[src/rtl/mem_burst_ctrl_pkg.sv]
// mem_ctrl_pkg: shared widths, FSM state encoding and the response beat
// layout for the burst controller of the 16x24-bit data memory.
package mem_ctrl_pkg;
  localparam int DATA_W    = 24;  // word width, matches the memory
  localparam int ADDR_W    = 5;   // memory address pins
  localparam int MEM_DEPTH = 16;  // words physically present
  localparam int LEN_W     = 4;   // burst length minus one

  typedef enum logic [1:0] {IDLE, WRITE, READ, DRAIN} state_t;

  // One response FIFO entry: read word plus end-of-burst tag.
  typedef struct packed {
    logic              last;
    logic [DATA_W-1:0] data;
  } rsp_beat_t;
endpackage

[src/rtl/mem_burst_ctrl_if.sv]
// mem_burst_ctrl_if: request port, response port, memory pins and busy flag
// of the burst controller.
//   slave  - controller side (accepts requests, drives memory, sends beats)
//   master - datapath/memory side
interface mem_burst_ctrl_if;
  import mem_ctrl_pkg::*;

  logic              req_valid;
  logic              req_ready;
  logic              req_we;
  logic [ADDR_W-1:0] req_addr;
  logic [LEN_W-1:0]  req_len;
  logic [DATA_W-1:0] req_wdata;
  logic              mem_we;
  logic [ADDR_W-1:0] mem_addr;
  logic [DATA_W-1:0] mem_wdata;
  logic [DATA_W-1:0] mem_rdata;
  logic              rsp_valid;
  logic              rsp_ready;
  logic [DATA_W-1:0] rsp_data;
  logic              rsp_last;
  logic              busy;

  modport slave (
    input  req_valid, req_we, req_addr, req_len, req_wdata, mem_rdata, rsp_ready,
    output req_ready, mem_we, mem_addr, mem_wdata, rsp_valid, rsp_data, rsp_last, busy
  );

  modport master (
    output req_valid, req_we, req_addr, req_len, req_wdata, mem_rdata, rsp_ready,
    input  req_ready, mem_we, mem_addr, mem_wdata, rsp_valid, rsp_data, rsp_last, busy
  );
endinterface

[src/rtl/mem_burst_ctrl_rsp_fifo.sv]
// rsp_fifo: synchronous FIFO, W bits x DEPTH (power of two).
//   clk, rst     - clock, synchronous active-high reset (flushes pointers)
//   push, din    - write side; a push while full is only taken with a pop
//   pop, dout    - read side; dout is the head entry
//   full, empty, count - occupancy
module rsp_fifo #(
  parameter  int W     = 25,
  parameter  int DEPTH = 4,
  localparam int PW    = $clog2(DEPTH),
  localparam int CW    = PW + 1
) (
  input  logic          clk,
  input  logic          rst,
  input  logic          push,
  input  logic [W-1:0]  din,
  input  logic          pop,
  output logic [W-1:0]  dout,
  output logic          full,
  output logic          empty,
  output logic [CW-1:0] count
);
  logic [W-1:0]  store [DEPTH];
  logic [PW-1:0] wp, rp;
  logic          do_push, do_pop;

  assign empty   = (count == '0);
  assign full    = (count == CW'(DEPTH));
  assign do_pop  = pop & ~empty;
  assign do_push = push & (~full | do_pop);
  assign dout    = store[rp];

  always_ff @(posedge clk)
    if (do_push) store[wp] <= din;

  always_ff @(posedge clk) begin
    if (rst) begin
      wp    <= '0;
      rp    <= '0;
      count <= '0;
    end else begin
      if (do_push) wp <= wp + 1'b1;
      if (do_pop)  rp <= rp + 1'b1;
      count <= count + {{(CW-1){1'b0}}, do_push} - {{(CW-1){1'b0}}, do_pop};
    end
  end
endmodule

[src/rtl/mem_burst_ctrl.sv]
// mem_burst_ctrl: initiator for the 16x24-bit synchronous data memory.
//   clk, rst      - clock, synchronous active-high reset
//   bus (slave)   - req_* : single-word write / 1..16-word burst read request
//                   mem_* : registered memory pins, mem_rdata one cycle late
//                   rsp_* : read beats with back-pressure, rsp_last on final
//                   busy  : FSM active or beats still queued
// The first read address is issued straight from the accept cycle so the
// first beat is visible three cycles after accept. Each further issue needs
// a free FIFO slot counting reads still in flight, so the FIFO never
// overflows however long rsp_ready stays low.
module mem_burst_ctrl
  import mem_ctrl_pkg::*;
#(
  parameter int FIFO_DEPTH = 4
) (
  input logic             clk,
  input logic             rst,
  mem_burst_ctrl_if.slave bus
);
  localparam int MA_W  = $clog2(MEM_DEPTH);
  localparam int CNT_W = $clog2(FIFO_DEPTH) + 1;
  localparam int STAGES = 1;
  typedef logic [CNT_W:0] occ_t;

  state_t           state, state_nxt;
  logic [MA_W-1:0]  rd_addr, rd_addr_nxt;
  logic [LEN_W-1:0] left, left_nxt;   // beats still to issue after beat 0
  logic             accept, issue, issue_last, wr_go, credit;
  logic [MA_W-1:0]  issue_addr;
  // vld_pipe[0]: read address on the pins now; [1]: its data on mem_rdata now
  logic [STAGES:0]  vld_pipe, last_pipe;
  logic [1:0]       outstanding;
  logic [CNT_W-1:0] fifo_count;
  logic             fifo_full, fifo_empty, pop;
  rsp_beat_t        head, beat_in;
  logic             unused_ok;

  assign unused_ok = ^{bus.req_addr[ADDR_W-1:MA_W], fifo_full};

  assign bus.req_ready = (state == IDLE) & ~rst;
  assign accept        = bus.req_valid & bus.req_ready;
  assign outstanding   = {1'b0, vld_pipe[0]} + {1'b0, vld_pipe[1]};
  assign credit        = (occ_t'(fifo_count) + occ_t'(outstanding)) < occ_t'(FIFO_DEPTH);

  always_comb begin
    state_nxt   = state;
    rd_addr_nxt = rd_addr;
    left_nxt    = left;
    issue       = 1'b0;
    issue_last  = 1'b0;
    issue_addr  = rd_addr;
    wr_go       = 1'b0;
    case (state)
      IDLE: if (accept) begin
        if (bus.req_we) begin
          wr_go     = 1'b1;
          state_nxt = WRITE;
        end else begin
          // FIFO is empty and nothing in flight in IDLE: beat 0 always has credit
          issue       = 1'b1;
          issue_addr  = bus.req_addr[MA_W-1:0];
          issue_last  = (bus.req_len == '0);
          rd_addr_nxt = bus.req_addr[MA_W-1:0] + 1'b1;
          left_nxt    = bus.req_len;
          state_nxt   = (bus.req_len == '0) ? DRAIN : READ;
        end
      end
      WRITE: state_nxt = IDLE;
      READ: if (credit) begin
        issue       = 1'b1;
        issue_last  = (left == 4'd1);
        rd_addr_nxt = rd_addr + 1'b1;
        left_nxt    = left - 4'd1;
        if (left == 4'd1) state_nxt = DRAIN;
      end
      DRAIN: if (outstanding == 2'd0 && fifo_empty) state_nxt = IDLE;
      default: state_nxt = IDLE;
    endcase
  end

  always_ff @(posedge clk) begin
    if (rst) begin
      state         <= IDLE;
      rd_addr       <= '0;
      left          <= '0;
      vld_pipe      <= '0;
      last_pipe     <= '0;
      bus.mem_we    <= 1'b0;
      bus.mem_addr  <= '0;
      bus.mem_wdata <= '0;
    end else begin
      state      <= state_nxt;
      rd_addr    <= rd_addr_nxt;
      left       <= left_nxt;
      vld_pipe   <= {vld_pipe[STAGES-1:0], issue};
      last_pipe  <= {last_pipe[STAGES-1:0], issue_last};
      bus.mem_we <= wr_go;
      if (wr_go) begin
        bus.mem_addr  <= ADDR_W'(bus.req_addr[MA_W-1:0]);
        bus.mem_wdata <= bus.req_wdata;
      end else if (issue) begin
        bus.mem_addr  <= ADDR_W'(issue_addr);
      end
    end
  end

  assign beat_in = '{last: last_pipe[STAGES], data: bus.mem_rdata};
  assign pop     = bus.rsp_valid & bus.rsp_ready;

  rsp_fifo #(.W($bits(rsp_beat_t)), .DEPTH(FIFO_DEPTH)) u_fifo (
    .clk   (clk),
    .rst   (rst),
    .push  (vld_pipe[STAGES]),
    .din   (beat_in),
    .pop   (pop),
    .dout  (head),
    .full  (fifo_full),
    .empty (fifo_empty),
    .count (fifo_count)
  );

  assign bus.rsp_valid = ~fifo_empty & ~rst;
  assign bus.rsp_data  = bus.rsp_valid ? head.data : '0;
  assign bus.rsp_last  = bus.rsp_valid & head.last;
  assign bus.busy      = ~rst & ((state != IDLE) | ~fifo_empty);
endmodule

[src/flat_wrapper.sv]
// flat-port wrapper written by rule: the top's interface ports become plain ports
module mem_burst_ctrl_flat import mem_ctrl_pkg::*;
#(
  parameter int FIFO_DEPTH = 4
)
  (clk, rst, bus_req_valid, bus_req_we, bus_req_addr, bus_req_len, bus_req_wdata, bus_mem_rdata, bus_rsp_ready, bus_req_ready, bus_mem_we, bus_mem_addr, bus_mem_wdata, bus_rsp_valid, bus_rsp_data, bus_rsp_last, bus_busy);
  mem_burst_ctrl_if bus_i ();
  input logic clk;
  input logic rst;
  input wire logic [$bits(bus_i.req_valid)-1:0] bus_req_valid;
  input wire logic [$bits(bus_i.req_we)-1:0] bus_req_we;
  input wire logic [$bits(bus_i.req_addr)-1:0] bus_req_addr;
  input wire logic [$bits(bus_i.req_len)-1:0] bus_req_len;
  input wire logic [$bits(bus_i.req_wdata)-1:0] bus_req_wdata;
  input wire logic [$bits(bus_i.mem_rdata)-1:0] bus_mem_rdata;
  input wire logic [$bits(bus_i.rsp_ready)-1:0] bus_rsp_ready;
  output wire logic [$bits(bus_i.req_ready)-1:0] bus_req_ready;
  output wire logic [$bits(bus_i.mem_we)-1:0] bus_mem_we;
  output wire logic [$bits(bus_i.mem_addr)-1:0] bus_mem_addr;
  output wire logic [$bits(bus_i.mem_wdata)-1:0] bus_mem_wdata;
  output wire logic [$bits(bus_i.rsp_valid)-1:0] bus_rsp_valid;
  output wire logic [$bits(bus_i.rsp_data)-1:0] bus_rsp_data;
  output wire logic [$bits(bus_i.rsp_last)-1:0] bus_rsp_last;
  output wire logic [$bits(bus_i.busy)-1:0] bus_busy;
  assign bus_i.req_valid = bus_req_valid;
  assign bus_i.req_we = bus_req_we;
  assign bus_i.req_addr = bus_req_addr;
  assign bus_i.req_len = bus_req_len;
  assign bus_i.req_wdata = bus_req_wdata;
  assign bus_i.mem_rdata = bus_mem_rdata;
  assign bus_i.rsp_ready = bus_rsp_ready;
  assign bus_req_ready = bus_i.req_ready;
  assign bus_mem_we = bus_i.mem_we;
  assign bus_mem_addr = bus_i.mem_addr;
  assign bus_mem_wdata = bus_i.mem_wdata;
  assign bus_rsp_valid = bus_i.rsp_valid;
  assign bus_rsp_data = bus_i.rsp_data;
  assign bus_rsp_last = bus_i.rsp_last;
  assign bus_busy = bus_i.busy;
  mem_burst_ctrl #(.FIFO_DEPTH(FIFO_DEPTH)) u_core (.clk(clk), .rst(rst), .bus(bus_i));
endmodule
[config.mk]
export PLATFORM = sky130hd
export DESIGN_NAME = mem_burst_ctrl_flat
export DESIGN_NICKNAME = d
export VERILOG_FILES = /design/src/rtl/mem_burst_ctrl_pkg.sv /design/src/rtl/mem_burst_ctrl_if.sv /design/src/rtl/mem_burst_ctrl_rsp_fifo.sv /design/src/rtl/mem_burst_ctrl.sv /design/src/flat_wrapper.sv
export SDC_FILE = /design/constraint.sdc
export NUM_CORES = 1
export LEC_CHECK = 0
export ABC_AREA = 1
export CORE_ASPECT_RATIO = 0.5
export CORE_MARGIN = 2
export CORE_UTILIZATION = 42
export CTS_BUF_LIST = sky130_fd_sc_hd__clkbuf_4 sky130_fd_sc_hd__clkbuf_8 sky130_fd_sc_hd__clkbuf_16
export DETAILED_ROUTE_END_ITERATION = 10
export PLACE_DENSITY_LB_ADDON = 0.25
export SLEW_MARGIN = 30
export SYNTH_ARGS = -nofsm -noshare
export SYNTH_HDL_FRONTEND = slang
export SYNTH_SLANG_ARGS = --single-unit
export TNS_END_PERCENT = 30
[constraint.sdc]
create_clock -name clk -period 7.2 [get_ports clk]
set_input_delay 1.44 -clock clk [delete_from_list [all_inputs] [get_ports clk]]
set_output_delay 1.44 -clock clk [all_outputs]
set_load 0.01 [all_outputs]
# ---- After elaboration in Yosys (flattened, before gate mapping)
# Memory sizes are Yosys's and may differ from the RTL's. A register that Yosys moved wholly into a read port is not among the register bits.
# Cells that the tools add are included.
dict set report op_classes {
  n_bitwise 13
  eq_ne 10
  magnitude_cmp 1
  add_sub_neg 9
  reduce_logical 10
  muxes 36
}
# op n
set op_table {}
lappend op_table {{4-bit 2-to-1 mux} 11}
lappend op_table {{24-bit 2-to-1 mux} 1}
lappend op_table {{4-bit case mux with 2 select lines} 2}
lappend op_table {{2-bit 2-to-1 mux} 7}
lappend op_table {{1-bit 2-to-1 mux} 12}
lappend op_table {{4-bit by 1-bit adder with 4-bit output, second input constant} 2}
lappend op_table {{1-bit AND} 8}
lappend op_table {{2-bit by 1-bit inequality test with 1-bit output, second input constant} 4}
lappend op_table {{2-bit case mux with 4 select lines} 1}
lappend op_table {{4-bit AND reduction} 2}
lappend op_table {{2-bit nonzero test} 3}
lappend op_table {{2-bit by 1-bit adder with 2-bit output, second input constant} 2}
lappend op_table {{3-bit by 2-bit adder with 4-bit output} 1}
lappend op_table {{2-bit equality test, second input constant} 2}
lappend op_table {{4-bit by 1-bit equality test with 1-bit output, second input constant} 1}
lappend op_table {{2-bit logical NOT} 2}
lappend op_table {{4-bit logical NOT} 1}
lappend op_table {{4-bit by 3-bit < comparator with 1-bit output, second input constant} 1}
lappend op_table {{1-bit case mux with 2 select lines} 2}
lappend op_table {{4-bit by 1-bit subtractor with 4-bit output, second input constant} 1}
lappend op_table {{3-bit by 1-bit adder with 3-bit output} 1}
lappend op_table {{3-bit equality test, second input constant} 1}
lappend op_table {{3-bit logical NOT} 1}
lappend op_table {{1-bit inverter} 3}
lappend op_table {{6 further kinds} 7}
dict set report totals {
  word_cells 91
  reg_bits 50
  output_inout_bits 58
  mem_bits_rw 100
  memories 1
}
# memory words width rd rd_ports_with_merged_regs wr line
set memory_table {}
lappend memory_table {u_core.u_fifo.store 4 25 1 1 1 mem_burst_ctrl_rsp_fifo.sv:22} ;# logic [W-1:0] store [DEPTH];

# ---- Depth between registers and ports, before layout
# Gate-level depths: netlist of the first run.
dict set report depth {
  word_depth 9
  ltp_mapped 11
  mapped_depth_nobuf 11
}

# ---- By module
# A second synthesis of the first run with hierarchy kept.
dict set report hier_totals {
  hier_cells 626
  area_unflattened_um2 6493.7
}
# mod instances cells_per_inst area_each_um2
set modules_own_cells {}
lappend modules_own_cells {rsp_fifo 1 311 4327.9}
lappend modules_own_cells {mem_burst_ctrl 1 315 2165.8}

# ---- Worst setup path after synthesis of the first run
# OpenSTA, ideal clock, no wires.
dict set report synth_path {
  kind {input-to-output}
  start {input port rst}
  end {output port bus_rsp_data[10]}
  n_path_buf 1
  cell_stages 4
  arrival_time_ns 2.060
  required_ns 5.760
  setup_slack_ns 3.700
  cell_sequence {inv_2 -> nand2_2 -> buf_1 -> a21oi_1}
}
dict set report synth_via {
  elab_chain_len 3
}
# element line
set synth_lines {}
lappend synth_lines {{start: declaration} flat_wrapper.sv:9} ;# input logic rst;
lappend synth_lines {{1-bit inverter} mem_burst_ctrl.sv:122} ;# assign bus.rsp_valid = ~fifo_empty & ~rst;
lappend synth_lines {{1-bit AND} mem_burst_ctrl.sv:122}
lappend synth_lines {{24-bit 2-to-1 mux} mem_burst_ctrl.sv:123} ;# assign bus.rsp_data = bus.rsp_valid ? head.data : '0;
lappend synth_lines {{end: declaration} flat_wrapper.sv:22} ;# output wire logic [$bits(bus_i.rsp_data)-1:0] bus_rsp_data;
# Every way passes these cells.

# ---- Worst setup path in the final report of the first run
dict set report layout_path {
  start {input port rst}
  end {output port bus_busy}
}
dict set report layout_via {
  elab_chain_len 2
}
# element line
set layout_lines {}
lappend layout_lines {{1-bit inverter} mem_burst_ctrl.sv:125} ;# assign bus.busy = ~rst & ((state != IDLE) | ~fifo_empty);
lappend layout_lines {{1-bit AND} mem_burst_ctrl.sv:125}
lappend layout_lines {{end: declaration} flat_wrapper.sv:24} ;# output wire logic [$bits(bus_i.busy)-1:0] bus_busy;
# Every way passes these cells.

==> results of run 1 <==
## cell type report
class                           count  area, um^2
Multi-Input combinational cell    399        1890
Inverter                           35         131
Clock inverter                     13         106
Fill cell                        1250        6380
Clock buffer                       19         453
Tap cell                          198         248
Sequential cell                   152        4050
Timing Repair Buffer              123        1220
## metal layers
metal,up-vias,wire length (um),share of wire
li1,2302,-,-
met4,0,114,0.0088
met3,10,635,0.049
met2,109,6340,0.49
met1,2064,5940,0.46
met5,-,0,0
## worst max-delay path: cells and delay by family
family | cells | cell delay [ps]
AOI/OAI and AO/OA | 1 | 270
buffers and inverters | 4 | 1630
and+or+nand+nor | 1 | 570
## final timing paths
path	end	slack, ps	cells past startpoint
worst max-delay path	bus_busy	1850	6
worst min register to register	u_core.last_pipe[1]	420	2
worst min-delay path	u_core.last_pipe[1]	420	2
worst max register to register	u_core.u_fifo.count[2]	4400	11
## cell usage in the layout (no fill, tap or decap), drive strengths merged
master / n
nor3b: 1
xnor2: 3
fa: 1
edfxtp: 100
nand3: 17
ha: 12
o22a: 1
clkinv: 5
nand4: 3
inv: 42
clkdlybuf4s50: 117
nor2: 129
o21a: 1
nand3b: 1
a31oi: 2
xor2: 1
nand2: 94
clkinvlp: 1
a21oi: 64
conb: 1
dfxtp: 52
o21ai: 67
o211ai: 1
clkbuf: 19
buf: 6
## metrics by stage
step	instances	cell area [um^2]	power, mW	worst slack, ps
floorplan	619	6220	1.44	3700
global placement	907	7530	1.65	1750
detailed placement	907	7530	1.66	1750
CTS	939	8090	2.49	1730
global route	939	8090	2.61	1650
finish	939	8090	2.47	1850
## flip-flops by register name, summed over array words and instances (netlist names), 3 cells and up, named ones only
register,flops
u_core.u_fifo.store,100
u_core.bus.mem_wdata,24
u_core.bus.mem_addr,4
u_core.left,4
u_core.rd_addr,4
u_core.u_fifo.count,3
## power by group through the flow
stage	combinational [mW]	sequential (mW)	clock (mW)
3_3_place_gp	0.561	1.08	0
3_5_place_dp	0.570	1.09	0
6_report	0.565	1.07	0.832
5_1_grt	0.644	1.08	0.887
2_1_floorplan	0.376	1.06	0
4_1_cts	0.574	1.07	0.849
## kinds of logic (layout without fill, tap and decap cells)
logic type,count (synthesis),count (layout),share of synthesized area
and+or+nand+nor,245,245,0.157
DFF,152,152,0.650
AOI/OAI and AO/OA,136,136,0.111
buffers and inverters,68,190,0.0479
adders and majority gates,13,13,0.0274
xor gates and xnor gates,4,4,0.00563
other,1,1,0.000603
==> summary.md, run 1 <==
| Metric | Value |
|---|---|
| Hold buffers post-CTS | `0` |
| CP Class | `in -> out` |
| Sink Count | `152` |
| Horiz. Die Dim | `176 um` |
| Most frequent cell after synthesis | `nor2_1` |
| Total CTS buffers | `17` |
| Rows | `31` |
| Drt via density | `4.78` |
| Syn_nets | `694` |
| Switch Pwr | `0.746 mW` |
| Final Util | `0.559` |
| Launch point of the worst path | `rst` |
| Crit. End Element | `output pin` |
| Final worst-path cycle share | `0.742` |
| Largest area contributor in the netlist | `edfxtp_1` |
| GPL Wtd Cong | `0.839` |
| Post-CTS sizing | `0` |
| First-pass GRT wire length | `21,700 um` |
| Initial core utilization | `0.430` |
| Worst-Margin Slew | `875 ps` |
| Comb power frac | `0.229` |
| CTS tree | `built` |
| Synth Flop Type | `edfxtp_1` |
| Main area contributors after synthesis | `edfxtp_1 48%, dfxtp_1 17%, nor2_1 7.7%` |
| Nets | `803` |
| Layout cell share with drive strength beyond 1 | `0.0742` |
| Max-cap check violation count | `0` |
| Seq pwr share | `0.434` |
| Core region area | `0.0145 mm^2` |
| GRT overflow | `0` |
| #FFs+latches synth | `152` |
| Sequential element share of the synthesized area | `0.650` |
| Minimum clock period | `5350 ps` |
| Drt wl/cell | `13.9 um` |
| Final wirelength | `13,000 um` |
| Min Hold Slack | `417 ps` |
| Async SR Flop Fraction | `0` |
| Status | `completed` |
| Switching Share | `0.302` |
| Maximum vdd ir drop | `153 uV` |
| Clk pwr share | `0.337` |
| M3 GR Usage | `0.0364` |
| Reg clk slew, reported paths | `60 ps` |
| Gate Count Post-Synth | `619` |
| Synthesized area | `0.00622 mm^2` |
| Clk root buf | `clkbuf_16` |
| Max FO, Critical Path | `41` |
| Remaining antenna violation count | `0` |
| DR pass1 iterations | `7` |
| Worst EP required | `5760 ps` |
| CP Cell Sequence | `clkdlybuf4s50_1 > buf_4 > inv_2 > nand2_2 > o21ai_0 > clkdlybuf4s50_1` |
| Ys Warns | `0` |
| CP max-delay cell | `nand2_2` |
| Crit path top cell by count | `clkdlybuf4s50_1` |
| Worst Skew | `13.2 ps` |
| Hold Fails Final Rpt | `0` |
| Die H | `90.1 um` |
| GRT Overall Usage | `0.174` |
| Max incr delay on CP | `570 ps` |
| DR vias | `4,485` |
| Leak pwr | `2.92 nW` |
| Starting DRT DRC Count | `295` |
| Grt met2 use | `0.293` |
| Area Overhead vs Synth | `30.1%` |
| Top post-synthesis cells by count | `127 x nor2_1, 100 x edfxtp_1, 91 x nand2_1` |
| Global routing's busiest layer | `met2` |
| CP startpoint kind | `primary input` |
| Netlist cell types | `32` |
| Met1 usage | `0.226` |
| Number of global-route vias before repair | `4,429` |
| Final setup violation count | `0` |
| Hold Crit Start | `u_core.last_pipe[0]` |
| Fmax | `187 MHz` |
| Buffers added on ports | `117` |
| Pint | `1.72 mW` |
| Hold Path Class | `reg -> reg` |
| Die ar. | `0.0159 mm^2` |
| Clk buf depth | `2` |
| Pwr/cell area | `305 mW/mm^2` |
| CTS H-tree lvls | `4` |
| Clk Latency, worst-skew pair | `420 ps` |
| Syn avg cell area | `10.1 um^2` |
| Top-area cell type share of the netlist area | `0.483` |
| # DRC | `0` |
| Number of synthesized flops with an enable pin | `100` |
| DP HPWL | `7610 um` |
| Max_slew headroom | `0.413` |
| Largest net degree at the start of global routing | `52` |
| Worst r2r src | `u_core.u_fifo.count[0]` |
| RSZ-0062 raised after global routing | `no` |
| Setup_tns | `0 ps` |
| Post-CTS setup buffers | `0` |
| Ant diodes | `0` |
| Max-slew violation count | `0` |
| CP arrival | `3910 ps` |
| Num ports | `120` |
| Initial antenna violation count | `0` |
Power figures use the tool's default switching activity.
==> run 2: changes to the inputs <==
==> constraint.sdc (replaced) <==
create_clock -name clk -period 5.31 [get_ports clk]
set_input_delay 1.062 -clock clk [delete_from_list [all_inputs] [get_ports clk]]
set_output_delay 1.062 -clock clk [all_outputs]
set_load 0.01 [all_outputs]
==> run 2 against run 1 <==
Power rose by 40%. Combinational power up 40%. Global-route usage shrank 0.27 points. Sequential power up 34%. Die area is the same. First-iteration DRC count is 3.1% lower. Clock skew rose by 8.1 ps. Hold slack lost 9.6 ps. Largest power group unchanged.
==> summary.md, run 2 (same netlist as run 1, synthesis figures left out) <==
| Metric | Value |
|---|---|
| Status | `completed (unchanged)` |
| Max reg flops | `100 (unchanged)` |
| Nets | `804 (was 803)` |
| CP Class | `in -> out (unchanged)` |
| Max FO, Critical Path | `28 (was 41)` |
| Die ar. | `0.0159 mm^2 (unchanged)` |
| Worst Skew | `21.4 ps (was 13.2 ps)` |
| Commonest non-fill, non-tap cell in the layout | `nor2_1 (unchanged)` |
| GRT Overall Usage | `0.172 (was 0.174)` |
| Top Family by Delay on Critical Path | `buffers and inverters (unchanged)` |
| Worst-Margin Slew | `876 ps (was 875 ps)` |
| Most flops, register | `u_core.u_fifo.store (unchanged)` |
| Largest net degree at the start of global routing | `51 (was 52)` |
| Fmax | `236 MHz` |
| Worst EP required | `4250 ps (was 5760 ps)` |
| Final wirelength | `13,400 um (was 13,000 um)` |
| Drt wl/cell | `14.3 um (was 13.9 um)` |
| Number of global-route vias before repair | `4,397 (was 4,429)` |
| CP startpoint kind | `primary input (unchanged)` |
| Starting DRT DRC Count | `286 (was 295)` |
| Pwr/cell area | `424 mW/mm^2 (was 305 mW/mm^2)` |
| Crit. End Element | `output pin (unchanged)` |
| CTS tree | `built (unchanged)` |
| Max-cap check violation count | `0 (unchanged)` |
| Final worst-path cycle share | `0.798` |
| Total CTS buffers | `17 (unchanged)` |
| Final setup violation count | `0 (unchanged)` |
| Switching Share | `0.301 (was 0.302)` |
| Clk buf depth | `2 (unchanged)` |
| Horiz. Die Dim | `176 um (unchanged)` |
| CP Buf/Inv Count | `3 (was 4)` |
| CP arrival | `3180 ps (was 3910 ps)` |
| Post-CTS sizing | `0 (unchanged)` |
| Setup_tns | `0 ps (unchanged)` |
| Registers with the most flip-flops | `u_core.u_fifo.store: 100 flops, u_core.bus.mem_wdata: 24 flops (unchanged)` |
| Hold Fails Final Rpt | `0 (unchanged)` |
| Rows | `31 (unchanged)` |
| Switch Pwr | `1.04 mW (was 0.746 mW)` |
| Comb power frac | `0.228 (was 0.229)` |
| Sink Count | `152 (unchanged)` |
| Commonest non-fill, non-tap cells in the layout | `123 x nor2_1, 117 x clkdlybuf4s50_1, 100 x edfxtp_1 (unchanged)` |
| Pint | `2.42 mW (was 1.72 mW)` |
| Clk pwr share | `0.358 (was 0.337)` |
| # DRC | `0 (unchanged)` |
| CP Cell Sequence | `clkdlybuf4s50_1 > inv_2 > nand2_2 > a21oi_1 > clkdlybuf4s50_1 (was clkdlybuf4s50_1 > buf_4 > inv_2 > nand2_2 > o21ai_0 > clkdlybuf4s50_1)` |
| DR pass1 iterations | `4 (was 7)` |
| Post-CTS setup buffers | `0 (unchanged)` |
| GRT overflow | `0 (unchanged)` |
| CP max-delay cell | `clkdlybuf4s50_1 (was nand2_2)` |
| Layout cell share with drive strength beyond 1 | `0.0755 (was 0.0742)` |
| Max incr delay on CP | `590 ps (was 570 ps)` |
| Core region area | `0.0145 mm^2 (unchanged)` |
| GPL Wtd Cong | `0.812 (was 0.839)` |
| Max_slew headroom | `0.413 (about the same)` |
| CTS H-tree lvls | `4 (unchanged)` |
| DR vias | `4,607 (was 4,485)` |
| Clk root buf | `clkbuf_16 (unchanged)` |
| Area Overhead vs Synth | `31.2% (was 30.1%)` |
| DP HPWL | `7900 um (was 7610 um)` |
| Initial core utilization | `0.430 (unchanged)` |
| Design Power | `3.46 mW (was 2.47 mW)` |
| Maximum vdd ir drop | `239 uV (was 153 uV)` |
| Die H | `90.1 um (unchanged)` |
| Clk Latency, worst-skew pair | `410 ps (was 420 ps)` |
| Initial antenna violation count | `0 (unchanged)` |
| Num ports | `120 (unchanged)` |
| Max-slew violation count | `0 (unchanged)` |
| Remaining antenna violation count | `0 (unchanged)` |
| RSZ-0062 raised after global routing | `no (unchanged)` |
| Seq pwr share | `0.414 (was 0.434)` |
| Hold buffers post-CTS | `0 (unchanged)` |
| Minimum clock period | `4240 ps` |
| Leak pwr | `2.95 nW (was 2.92 nW)` |
| Hold Path Class | `reg -> reg (unchanged)` |
| Reg clk slew, reported paths | `60 ps (about the same)` |
| Crit path top cell by count | `clkdlybuf4s50_1 (unchanged)` |
| First-pass GRT wire length | `21,600 um (was 21,700 um)` |
| Ant diodes | `0 (unchanged)` |
| Drt via density | `4.90 (was 4.78)` |
| Buffers added on ports | `117 (unchanged)` |
==> run 2: cell count changes in the layout (fill, tap and decap cells not counted) <==
| cell | delta |
|---|---|
| bufinv_16 | +2 |
| buf_4 | +1 |
| clkinv_8 | +3 |
| inv_6 | -1 |
| dfxtp_2 | +1 |
| inv_4 | -2 |
| clkbuf_8 | -2 |
| clkbuf_4 | +1 |
| dfxtp_4 | -1 |
| clkinv_2 | -1 |
==> run 2: power by group through the flow <==
stage | combinational, mW | clock [mW] | sequential [mW]
3_5_place_dp | 0.789 | 0 | 1.46
4_1_cts | 0.796 | 1.26 | 1.43
3_3_place_gp | 0.777 | 0 | 1.46
5_1_grt | 0.891 | 1.30 | 1.45
6_report | 0.789 | 1.24 | 1.43
2_1_floorplan | 0.510 | 0 | 1.44
==> run 2: per-layer routing <==
| layer | track usage | routed length (um) | vias to the layer above |
|---|---|---|---|
| met5 | 0 | 0 | - |
| met4 | 0.0489 | 119 | 0 |
| met3 | 0.0398 | 618 | 10 |
| met2 | 0.289 | 6380 | 112 |
| met1 | 0.223 | 6270 | 2180 |
| li1 | - | - | 2305 |
==> run 2: per-stage QoR <==
| step | util | setup slack, ps | std cells | hold WS, ps | cell area (um^2) |
|---|---|---|---|---|---|
| after floorplan | - | 2400 | 619 | 388 | 6220 |
| after global placement | 0.521 | 1030 | 908 | 415 | 7540 |
| after detailed placement | 0.521 | 1020 | 908 | 399 | 7540 |
| after CTS | 0.564 | 1030 | 940 | 408 | 8160 |
| after global routing | 0.564 | 899 | 940 | 430 | 8160 |
| final | 0.564 | 1070 | 940 | 408 | 8160 |
==> run 2: final timing paths <==
path | startpoint | endpoint | slack, ps | cells past startpoint
worst max register to register | u_core.u_fifo.count[1] | u_core.u_fifo.count[2] | 2490 | 11
worst min-delay path | u_core.last_pipe[0] | u_core.last_pipe[1] | 410 | 2
worst max-delay path | rst | bus_rsp_data[6] | 1070 | 5
worst min register to register | u_core.last_pipe[0] | u_core.last_pipe[1] | 410 | 2
==> run 2: cell type report <==
cell class,count,area [um^2]
clock buffers,18,433
clock inverters,14,189
fillers,1230,6310
inverters,35,131
multi-input cells,399,1890
flip-flops and latches,152,4050
well taps,198,248
repair buffers,124,1220
==> run 2: tightest hold or removal path, stage by stage (launching register included) <==
cell and delay, ps:
dfxtp_1 300, inv_1 40, nor2_1 30
==> run 3: changes to the inputs <==
==> constraint.sdc (replaced) <==
create_clock -name clk -period 4.3 [get_ports clk]
set_input_delay 0.86 -clock clk [delete_from_list [all_inputs] [get_ports clk]]
set_output_delay 0.86 -clock clk [all_outputs]
set_load 0.01 [all_outputs]
==> run 3 against run 2 <==
Sequential power is 23% higher. Critical endpoint is now bus_rsp_data[4]. Critical path type unchanged. Global-route usage up 0.39 points. Power rose by 24%. Clock power is 24% higher. Routed wire length hardly changed. Cell count grew 0.32%. Combinational power rose by 26%. Clock skew fell by 10 ps. Non-clock buffer count grew 3. Die area stayed put. Final area rose by 0.21%.
==> summary.md, run 3 (same netlist as run 1, synthesis figures left out) <==
| Metric | Value |
|---|---|
| Number of fill cells in the layout | `1,255 (was 1,230)` |
| Crit path top cell by count | `clkdlybuf4s50_1 (unchanged)` |
| Status | `completed (unchanged)` |
| Most flops, register | `u_core.u_fifo.store (unchanged)` |
| R2R depth | `12 (was 11)` |
| Max incr delay on CP | `570 ps (was 590 ps)` |
| Crit. End Element | `output pin (unchanged)` |
| GRT Overall Usage | `0.176 (was 0.172)` |
| Commonest non-fill, non-tap cells in the layout | `123 x nor2_1, 117 x clkdlybuf4s50_1, 100 x edfxtp_1 (unchanged)` |
| Minimum clock period | `3520 ps` |
| Final setup violation count | `0 (unchanged)` |
| Hold Fails Final Rpt | `0 (unchanged)` |
| GRT overflow | `0 (unchanged)` |
| Die H | `90.1 um (unchanged)` |
| DR vias | `4,549 (was 4,607)` |
| Num ports | `120 (unchanged)` |
| Clk buf depth | `2 (unchanged)` |
| Nets | `807 (was 804)` |
| # DRC | `0 (unchanged)` |
| Hold Path Class | `reg -> reg (unchanged)` |
| Registers with the most flip-flops | `u_core.u_fifo.store: 100 flops, u_core.bus.mem_wdata: 24 flops (unchanged)` |
| WHS Endpoint | `u_core.last_pipe[1] (unchanged)` |
| Starting DRT DRC Count | `316 (was 286)` |
| Worst-Margin Slew | `826 ps (was 876 ps)` |
| Worst r2r src | `u_core.u_fifo.count[1] (unchanged)` |
| Hold path cells | `2 (unchanged)` |
| Drt via density | `4.82 (was 4.90)` |
| Clk Latency, worst-skew pair | `410 ps (about the same)` |
| Leak pwr | `2.96 nW (was 2.95 nW)` |
| Clk root buf | `clkbuf_16 (unchanged)` |
| Drt wl/cell | `14.2 um (was 14.3 um)` |
| RSZ-0062 raised after global routing | `no (unchanged)` |
| Max-cap check violation count | `0 (unchanged)` |
| CTS tree | `built (unchanged)` |
| Horiz. Die Dim | `176 um (unchanged)` |
| Initial core utilization | `0.430 (unchanged)` |
| Max_slew headroom | `0.446 (was 0.413)` |
| Post-CTS setup buffers | `0 (unchanged)` |
| Max FO, Critical Path | `17 (was 28)` |
| DP HPWL | `7990 um (was 7900 um)` |
| Reg clk slew, reported paths | `70 ps (was 60 ps)` |
| Initial antenna violation count | `0 (unchanged)` |
| Maximum vdd ir drop | `273 uV (was 239 uV)` |
| Final worst-path cycle share | `0.818` |
| Buffers added on ports | `117 (unchanged)` |
| Die ar. | `0.0159 mm^2 (unchanged)` |
| Fmax | `284 MHz` |
| First-pass GRT wire length | `22,100 um (was 21,600 um)` |
| Worst Skew | `10.9 ps (was 21.4 ps)` |
| CP arrival | `2660 ps (was 3180 ps)` |
| Number of global-route vias before repair | `4,482 (was 4,397)` |
| Ant diodes | `0 (unchanged)` |
| Largest net degree at the start of global routing | `51 (unchanged)` |
| Hold Crit Start | `u_core.last_pipe[0] (unchanged)` |
| FF-to-FF setup slack | `1770 ps (was 2490 ps)` |
| Post-CTS sizing | `0 (unchanged)` |
| CP startpoint kind | `primary input (unchanged)` |
| Total CTS buffers | `17 (unchanged)` |
| Core region area | `0.0145 mm^2 (unchanged)` |
| CP max-delay cell | `clkdlybuf4s50_1 (unchanged)` |
| CP Cell Sequence | `clkdlybuf4s50_1 > inv_2 > nand2_2 > buf_4 > a21oi_1 > clkdlybuf4s50_1 (was clkdlybuf4s50_1 > inv_2 > nand2_2 > a21oi_1 > clkdlybuf4s50_1)` |
| Worst R2R End | `u_core.u_fifo.count[2] (unchanged)` |
| Final Util | `0.565 (was 0.564)` |
| Layout cell share with drive strength beyond 1 | `0.0779 (was 0.0755)` |
| Sink Count | `152 (unchanged)` |
| Max reg flops | `100 (unchanged)` |
| Design Power | `4.30 mW (was 3.46 mW)` |
| CTS H-tree lvls | `4 (unchanged)` |
| Worst EP required | `3440 ps (was 4250 ps)` |
| Setup_tns | `0 ps (unchanged)` |
| Remaining antenna violation count | `0 (unchanged)` |
| Rows | `31 (unchanged)` |
| Max-slew violation count | `0 (unchanged)` |
| Area Overhead vs Synth | `31.4% (was 31.2%)` |
| Commonest non-fill, non-tap cell in the layout | `nor2_1 (unchanged)` |
| GPL Wtd Cong | `0.816 (was 0.812)` |
| Hold buffers post-CTS | `0 (unchanged)` |
| CP Class | `in -> out (unchanged)` |
| Final wirelength | `13,400 um (about the same)` |
| DR pass1 iterations | `4 (unchanged)` |
| Pwr/cell area | `526 mW/mm^2 (was 424 mW/mm^2)` |
-- run 3: changes by cell type in the layout (fill, tap and decap cells not counted), sizes merged --
cell / before / now
inv: 39 / 41
clkinvlp: 1 / 2
clkinv: 7 / 3
buf: 7 / 10
bufinv: 2 / 3
-- run 3: per-layer routing --
metal | wire (um) | track usage
met1 | 6240 | 0.231
met4 | 121 | 0.0496
met2 | 6450 | 0.294
met3 | 578 | 0.0385
met5 | 0 | 0
-- run 3: critical path, delay by kind of cell --
kind,cells,cell delay (ps)
buffers and inverters,4,1460
AND/OR/NAND/NOR,1,130
AO/OA/AOI/OAI,1,190
-- run 3: report_power, final --
group	leakage [nW]	internal (mW)	switching, mW
Clock	0.297	0.936	0.607
Combinational	1.34	0.426	0.570
Sequential	1.33	1.68	0.0839
Total	2.96	3.04	1.26
-- run 3: how the worst max path moves through the flow --
stage | from | end | slack [ps] | cells after the start
2_1_floorplan | bus_rsp_ready | u_core.u_fifo.store[0][0] | 1590 | 4
3_3_place_gp | rst | u_core.u_fifo.count[2] | 770 | 11
3_5_place_dp | rst | u_core.u_fifo.count[2] | 730 | 11
4_1_cts | flop | bus_rsp_data[19] | 760 | 5
5_1_grt | flop | bus_rsp_data[14] | 560 | 5
6_report | rst | bus_rsp_data[4] | 780 | 6
-- run 3: cell type report --
cell class	instances	area [um^2]	share of cell area
clock buffers	18	433	0.0529
clock inverters	14	184	0.0225
inverters	35	131	0.0161
multi-input cells	399	1890	0.231
flip-flops and latches	152	4050	0.495
well taps	198	248	0.0303
repair buffers	127	1250	0.152
-- run 3: through the flow --
stage	instances	instance area [um^2]	hold slack (ps)	setup WS, ps
after CTS	943	8180	433	761
after global placement	911	7560	417	769
after floorplan	619	6220	388	1590
after detailed placement	911	7560	418	726
final	943	8180	433	784
after global routing	943	8180	457	565
